**config.mk**
```make
export PLATFORM = sky130hd
export DESIGN_NAME = source_fill
export DESIGN_NICKNAME = d
export VERILOG_FILES = /design/src/rtl/source_fill.sv
export SDC_FILE = /design/constraint.sdc
export NUM_CORES = 1
export LEC_CHECK = 0
export ABC_AREA = 1
export ABC_CLOCK_PERIOD_IN_PS = 5400
export CAP_MARGIN = 20
export CORE_MARGIN = 5
export CORE_UTILIZATION = 40
export CTS_CLUSTER_DIAMETER = 30
export DETAILED_ROUTE_END_ITERATION = 8
export PLACE_DENSITY = 0.64
export REMOVE_ABC_BUFFERS = 1
export SLEW_MARGIN = 20
export SYNTH_ARGS = -nofsm -noshare
export SYNTH_HDL_FRONTEND = slang
export SYNTH_SLANG_ARGS = --single-unit
```
**constraint.sdc**
```tcl
create_clock -name clk_2 -period 5.4 [get_ports clk_2]
set_input_delay 1.08 -clock clk_2 [delete_from_list [all_inputs] [get_ports clk_2]]
set_output_delay 1.08 -clock clk_2 [all_outputs]
set_load 0.02 [all_outputs]
```
**src/rtl/source_fill.sv**
```systemverilog
// source_fill: command-driven PCM pattern loader.
// Writes constant/ramp/square bursts as packed sample pairs per channel.
module source_fill #(
  parameter int CHANNEL = 3,
  parameter int pcmaw   = 10,
  parameter int TMO     = 16
) (
  input  logic                       clk_2,
  input  logic                       rst,
  input  logic                       cmd_valid,
  output logic                       cmd_ready,
  input  logic [3:0]                 cmd_chan,
  input  logic [pcmaw-1:0]           cmd_len,
  input  logic [1:0]                 cmd_mode,
  input  logic [15:0]                cmd_start,
  input  logic [15:0]                cmd_step,
  output logic [15:0]                reg_addr,
  output logic                       reg_wr,
  output logic [31:0]                reg_writedata,
  input  logic                       reg_ready,
  output logic [pcmaw*CHANNEL-1:0]   signal_len,
  output logic                       busy,
  output logic                       done,
  output logic                       err
);

  typedef enum logic [2:0] {
    IDLE, CLR, WR, GAP, FIN
  } state_t;

  localparam int TW = $clog2(TMO + 1);
  localparam logic [TW-1:0] TLAST = TW'(TMO - 1);
  localparam logic [TW-1:0] TONE = TW'(1);
  localparam logic [pcmaw-1:0] WONE = pcmaw'(1);

  state_t state, nxt;

  logic [3:0]       chan;
  logic [1:0]       mode;
  logic [15:0]      start, step;
  logic [pcmaw-1:0] len_l, w, half;
  logic [15:0]      acc, hc;
  logic             neg;
  logic [TW-1:0]    tcnt;

  logic accept, bad, load, time_up;
  logic [15:0] hp, neg_st, s0, s1, hc_a, hc_b;
  logic neg_a, neg_b;

  assign cmd_ready = (state == IDLE);
  assign busy = (state != IDLE);
  assign accept = cmd_valid & cmd_ready;
  assign bad = (32'(cmd_chan) >= CHANNEL)
             | (cmd_mode == 2'd3);
  assign half = {1'b0, len_l[pcmaw-1:1]};
  assign time_up = (tcnt == TLAST);

  always_comb begin
    nxt = state;
    load = 1'b0;
    unique case (state)
      IDLE: if (accept && !bad) nxt = CLR;
      CLR: begin
        if (len_l == '0) nxt = FIN;
        else begin
          nxt = WR;
          load = 1'b1;
        end
      end
      WR: begin
        if (reg_ready) nxt = GAP;
        else if (time_up) nxt = IDLE;
      end
      GAP: begin
        if (w == half) nxt = FIN;
        else begin
          nxt = WR;
          load = 1'b1;
        end
      end
      FIN: nxt = IDLE;
      default: nxt = IDLE;
    endcase
  end

  // Two samples per word; square phase advances once per sample.
  always_comb begin
    hp = (step == 16'd0) ? 16'd1 : step;
    neg_st = 16'd0 - start;
    hc_a = hc + 16'd1;
    neg_a = neg;
    if (hc_a == hp) begin
      hc_a = 16'd0;
      neg_a = ~neg;
    end
    hc_b = hc_a + 16'd1;
    neg_b = neg_a;
    if (hc_b == hp) begin
      hc_b = 16'd0;
      neg_b = ~neg_a;
    end
    s0 = start;
    s1 = start;
    if (mode == 2'd1) begin
      s0 = acc;
      s1 = acc + step;
    end else if (mode == 2'd2) begin
      s0 = neg ? neg_st : start;
      s1 = neg_a ? neg_st : start;
    end
  end

  always_ff @(posedge clk_2 or posedge rst) begin
    if (rst) begin
      state <= IDLE;
      chan <= '0;
      mode <= '0;
      start <= '0;
      step <= '0;
      len_l <= '0;
      w <= '0;
      acc <= '0;
      hc <= '0;
      neg <= 1'b0;
      tcnt <= '0;
      reg_wr <= 1'b0;
      reg_addr <= '0;
      reg_writedata <= '0;
      signal_len <= '0;
      done <= 1'b0;
      err <= 1'b0;
    end else begin
      state <= nxt;
      done <= 1'b0;
      err <= 1'b0;
      if (accept) begin
        chan <= cmd_chan;
        mode <= cmd_mode;
        start <= cmd_start;
        step <= cmd_step;
        len_l <= {cmd_len[pcmaw-1:1], 1'b0};
        acc <= cmd_start;
        hc <= '0;
        neg <= 1'b0;
        w <= '0;
        err <= bad;
      end
      if (load) begin
        reg_wr <= 1'b1;
        reg_addr <= {chan, 12'(w)};
        reg_writedata <= {s1, s0};
        acc <= acc + {step[14:0], 1'b0};
        hc <= hc_b;
        neg <= neg_b;
        tcnt <= '0;
      end
      if (state == WR) begin
        if (reg_ready) begin
          reg_wr <= 1'b0;
          w <= w + WONE;
        end else if (time_up) begin
          reg_wr <= 1'b0;
          err <= 1'b1;
        end else begin
          tcnt <= tcnt + TONE;
        end
      end
      if (state == FIN) done <= 1'b1;
      for (int k = 0; k < CHANNEL; k++) begin
        if (chan == 4'(k)) begin
          if (state == CLR)
            signal_len[k*pcmaw +: pcmaw] <= '0;
          if (state == FIN && len_l != '0)
            signal_len[k*pcmaw +: pcmaw] <= len_l;
        end
      end
    end
  end

endmodule
```
# Word level (Yosys, flattened, before mapping)

Cells that the tools add are included.

Flip-flop bits (word level): 177
Output and inout bits: 83
Logic and storage cells: 105

Bitwise gates (word level): 4
Reduce and logical (&&, ||, !) cells: 15
Add/sub/neg operators: 7
Magnitude comparators: 1
Multiplexer cells: 44
Eq/ne operators: 15

Operators with widths:

| operator                                                                             | count |
|---|---|
| 16-bit 2-to-1 mux                                                                    | 13 |
| 10-bit 2-to-1 mux                                                                    | 5 |
| 16-bit by 1-bit adder with 16-bit output (second input constant)                     | 2 |
| 16-bit adder                                                                         | 2 |
| 16-bit == test                                                                       | 2 |
| 5-bit 2-to-1 mux                                                                     | 4 |
| 16-bit zero test                                                                     | 1 |
| 1-bit by 16-bit subtractor with 16-bit output (first input constant)                 | 1 |
| 1-bit 2-to-1 mux                                                                     | 15 |
| 3-bit 2-to-1 mux                                                                     | 5 |
| 3-bit case mux with 4 select lines                                                   | 1 |
| 10-bit by 1-bit adder with 10-bit output (second input constant)                     | 1 |
| 10-bit by 9-bit == test with 1-bit output                                            | 1 |
| 10-bit zero test                                                                     | 1 |
| 10-bit nonzero test                                                                  | 1 |
| 2-bit AND reduction                                                                  | 4 |
| 3-bit by 2-bit == test with 1-bit output (second input constant)                     | 2 |
| 5-bit by 1-bit adder with 5-bit output (second input constant)                       | 1 |
| 5-bit by 4-bit == test with 1-bit output (second input constant)                     | 1 |
| 2-bit == test (second input constant)                                                | 2 |
| 4-bit by 1-bit == test with 1-bit output (second input constant)                     | 1 |
| 4-bit by 2-bit == test with 1-bit output (second input constant)                     | 1 |
| 4-bit by 2-bit greater-or-equal comparator with 1-bit output (second input constant) | 1 |
| 4-bit zero test                                                                      | 1 |
| other kinds (14)                                                                     | 17 |

# Logic depth before layout (Yosys ltp)

Word-level depth: 8
Depth in mapped cells: 29
Depth with buffers taken out: 27

# Least setup slack after synthesis

No wires, ideal clock.

Kind: register to register
Start: register hc[0]
End: register hc[3]
Buffers on the path: 1
Slack: 2.306 ns
Data required time: 5.268 ns
Cell stages (with the launch flop): 27
Period minus slack after synthesis: 3.094 ns
Arrival: 2.962 ns
Library setup time: 0.132 ns
Cells stage by stage: dfrtp_1 > ha_1 > nand2_1 > nor2_4 > nand2_1 > nand2_1 > nand2_1 > nand2_1 > nand2_1 > nand2_1 > nor2_1 > nand2_1 > nor2_2 > a21oi_1 > ha_1 > nand3_2 > nor2_4 > nand2_1 > inv_2 > nand3_1 > nand3_1 > nand3_1 > nor2_2 > nand3_4 > buf_6 > nand2_1 > o21ai_0

Longest elaborated chain between the ends: 7

Ends and longest elaborated chain:

| what                                         | RTL line | source |
|---|---|---|
| from (decl)                                  | 42       | `logic [15:0] acc, hc;` |
| from (signal assigned)                       | 123      | `hc <= '0;` |
| from (signal assigned)                       | 143      | `hc <= '0;` |
| from (signal assigned)                       | 153      | `hc <= hc_b;` |
| 16-bit by 1-bit adder with 16-bit output (*) | 90       | `hc_a = hc + 16'd1;` |
| 16-bit == test                               | 92       | `if (hc_a == hp) begin` |
| 16-bit 2-to-1 mux (*)                        | 92       |  |
| 16-bit by 1-bit adder with 16-bit output (*) | 96       | `hc_b = hc_a + 16'd1;` |
| 16-bit == test                               | 98       | `if (hc_b == hp) begin` |
| 16-bit 2-to-1 mux (*)                        | 98       |  |
| 16-bit 2-to-1 mux (*)                        | 148      | `if (load) begin` |

Every way passes the cells marked *; elsewhere a longest branch is shown, timed or not.
A chain may end at the register's enable or synchronous reset.

# Final worst setup path

Start: register hc[0]
End: register hc[9]

Same word-level chain as after synthesis.

==> flow_summary_export.csv <==
group,metric,value,unit
placement,globalplace.congestion,0.936,
floorplanning,floorplan.core_area,0.0261,sq mm
power_and_ir_drop,internal_power,0.00382,W
cts,cts_max_level,4,
setup_path,cp_data_required_time,5.69,ns
logic_synthesis,post_synth_main_area_contributors,"sky130_fd_sc_hd__dfrtp_1 (41%), sky130_fd_sc_hd__nand2_1 (15%), sky130_fd_sc_hd__o21ai_0 (7.3%)",
logic_synthesis,syn-mean-instance-area,7.31,sq um
setup_path,crit_path_largest_cell_delay,0.46,ns
detailed_routing,routed_wire_length_per_instance,16.2,um
placement,dpl-instance-area,0.0122,sq mm
logic_synthesis,yosys_register_bits,174,
power_and_ir_drop,clock_power_share,16.9,%
detailed_routing,initialDrtViolationCount,978,
logic_synthesis,synth-async-reset-ratio,100,%
final_layout,syn2layout_area_growth,20.9,%
global_route,gr-total-overflow,0,
logic_synthesis,yosysSeqAreaShare,41.2,%
final_layout,fin_area,0.0128,sq mm
timing,maxSlewHeadroom,33.2,%
timing,finalSetupViolations,0,
global_route,number_of_global_route_vias_before_repair,9753,
timing,timing.clock.skew,0.0207,ns
logic_synthesis,syn-cell-area,0.0106,sq mm
job,max_cap_viol_count,0,
timing,hold_violations,0,
logic_synthesis,number_of_synthesized_flops_with_an_enable_pin,0,
detailed_routing,route.vias.total,10200,
final_layout,layout.nets,1649,
global_route,pin_count_of_the_biggest_net_entering_global_routing,89,
setup_path,critical_path.startpoint_type,"register",
cts,cts-resized-gates,0,
power_and_ir_drop,power_frac_comb,53.1,%
power_and_ir_drop,p_switching,0.00352,W
setup_path,critical_path.most_common_cell,"sky130_fd_sc_hd__nand2_1",
global_route,number_of_antenna_violations_at_the_first_check_in_global_routing,0,
power_and_ir_drop,power.density_cell_area,575,mW/mm^2
floorplanning,floorplan.die.height,173,um
power_and_ir_drop,max-vdd-ir-drop,0.353,mV
final_layout,multiInputGateArea,0.00545,sq mm
floorplanning,core.rowCount,59,
floorplanning,io-pin-count,135,
logic_synthesis,synth_top_cell_by_area,"sky130_fd_sc_hd__dfrtp_1",
floorplanning,initial_utilization,40.6,%
setup_path,setup.worst_path.class,"reg2reg",
outcome,outcome,"finished clean",
cts,worstSkewPairLatency,0.44,ns
logic_synthesis,synth_ff_type,"sky130_fd_sc_hd__dfrtp_1",
cts,cts_inserted_buffers,17,
logic_synthesis,post_synth_inst_count,1446,
final_layout,post-route-util,49.1,%
global_route,grt_use_total,20.4,%
cts,clk_transition_reported_paths,0.08,ns
setup_path,worst-endpoint-arrival,4.47,ns
timing,fmax,0.239,GHz
cts,cts_tree,"yes",
detailed_routing,remaining_drc_errors,0,
setup_path,crit_fanout,17,
timing,slew_violations,0,
power_and_ir_drop,power.static_leakage,5.90,nW
setup_path,critical-path-slowest-cell,"sky130_fd_sc_hd__dfrtp_1",
setup_path,worst-path-buf-inv,2,
logic_synthesis,yosys-top-cells-count,"sky130_fd_sc_hd__nand2_1 (412), sky130_fd_sc_hd__dfrtp_1 (174), sky130_fd_sc_hd__o21ai_0 (155)",
detailed_routing,route.antenna.remaining_nets,0,
min_path,timing.hold.worst.class,"reg2reg",
cts,clock_root_buffer,"sky130_fd_sc_hd__clkbuf_16",
cts,cts_setup_buffers,0,
placement,placedCellCount,1877,
timing,post-route-period-util,77.5,%
floorplanning,die_area,0.0298,sq mm
timing,worst_pin_slew,1.00,ns
final_layout,layout.cells.non_filler,1909,
detailed_routing,drt-pass1-iter-count,6,
timing,period_needed,4.19,ns
power_and_ir_drop,sequentialPowerShare,30.0,%
setup_path,critPathTopFamily,"simple AND/OR/NAND/NOR gates",
cts,hold_buffers,0,
global_route,grt_first_pass_wirelength,50300,um
detailed_routing,wl,30900,um
logic_synthesis,yosys.cell_types.count,48,
floorplanning,die_w,173,um
detailed_routing,post_drt_via_cell_ratio,5.33,
cts,clock_sinks,174,
final_layout,sequential_cell_area,0.00435,sq mm
logic_synthesis,synth.top_cell.area_share,41.2,%
setup_path,endpoint_kind,"register",
placement,dpl.hpwl,22700,um
cts,clock_path_buffers,2,
logic_synthesis,synth.yosys.warnings,0,
power_and_ir_drop,switching_share,48.0,%
final_layout,drive_above_1_share,5.21,%
placement,port-buffer-count,128,
timing,rsz0062_at_grt,"false",
final_layout,nFillCells,2614,
final_layout,antenna_cells_inserted,0,
logic_synthesis,most_common_cell_in_the_netlist,"sky130_fd_sc_hd__nand2_1",
==> final timing paths <==
path,slack [ns],cells past startpoint,end,start
min in group asynchronous,1.18,2,reg_addr[15],rst
max in group asynchronous,3.33,3,signal_len[21],rst
worst min register to register,0.47,2,reg_addr[6],reg_addr[6]
worst max register to register,1.21,25,hc[9],hc[0]
worst min-delay path,0.47,2,reg_addr[6],reg_addr[6]
worst max-delay path,1.21,25,hc[9],hc[0]
==> worst min-delay path, delay by kind of cell, from the launching register on <==
kind          cells  cell delay (ns)
flops             1             0.35
simple gates      2             0.10
==> power by group through the flow <==
stage | clock network (W) | registers (W) | logic, W
2_1_floorplan | 0 | 0.00227 | 0.00253
3_3_place_gp | 0 | 0.00222 | 0.00383
3_5_place_dp | 0 | 0.00223 | 0.00389
4_1_cts | 0.00127 | 0.00221 | 0.00392
5_1_grt | 0.00133 | 0.00227 | 0.00440
6_report | 0.00124 | 0.00221 | 0.00390
==> final cells by class <==
cell class                      count  area share [%]
Multi-Input combinational cell   1076            42.7
Sequential cell                   174            34.1
Timing Repair Buffer              143            10.9
Inverter                          149            4.41
Clock buffer                       17            3.33
Tap cell                          335            3.28
Clock inverter                     15            1.34
==> stage by stage <==
| step | hold slack [ns] | setup WS [ns] | power (W) | TNS (ns) |
|---|---|---|---|---|
| 6_report | 0.474 | 1.21 | 0.00735 | 0 |
| 5_1_grt | 0.511 | 0.856 | 0.00801 | 0 |
| 4_1_cts | 0.479 | 1.27 | 0.00739 | 0 |
| 3_5_place_dp | 0.460 | 1.29 | 0.00612 | 0 |
| 3_3_place_gp | 0.456 | 1.39 | 0.00605 | 0 |
| 2_1_floorplan | 0.445 | -0.397 | 0.00480 | -70.45 |
==> state kept, by name (all words and copies together) (netlist names) <==
name,flops
neg,1
w,10
done,1
mode,2
hc,16
reg_wr,1
err,1
tcnt,5
reg_addr,14
len_l,9
start,16
state,3
step,16
chan,4
reg_writedata,32
acc,16
signal_len,27
==> logic make-up (layout without fill, tap and decap cells) <==
kind of cell | after synthesis | after routing | synth area share (%)
other cells | 1 | 5 | 0.0355
fa+ha+maj | 36 | 36 | 4.40
simple gates | 696 | 696 | 28.1
xor+xnor | 36 | 36 | 3.11
flops | 174 | 174 | 41.2
compound gates | 303 | 303 | 15.6
buf+inv | 200 | 324 | 7.50
==> routing by layer <==
metal / up-vias / global-route usage [%] / part of all wire, % / wire (um)
met1: 4779 / 27.9 / 46 / 14100
met2: 326 / 32.9 / 46 / 14300
met4: 0 / 6.34 / 2.4 / 750
met5: - / 0 / 0 / 0
met3: 51 / 3.76 / 5.8 / 1790
li1: 5013 / - / - / -
==> cell usage in the layout, fill, tap and decap left out, drive strengths merged, types with 3 or more instances in the layout <==
cell type / count
nand2: 414
dfrtp: 174
o21ai: 165
inv: 153
clkdlybuf4s50: 128
nand3: 122
nor2: 112
a21oi: 81
ha: 34
xor2: 26
nand4: 23
clkbuf: 17
o211ai: 16
nor3: 15
buf: 15
a31oi: 11
clkinv: 10
xnor2: 9
o31ai: 6
o21bai: 5
conb: 5
o22ai: 4
and2: 4
a211oi: 3
o311ai: 3
(Power assumes the default switching activity.)
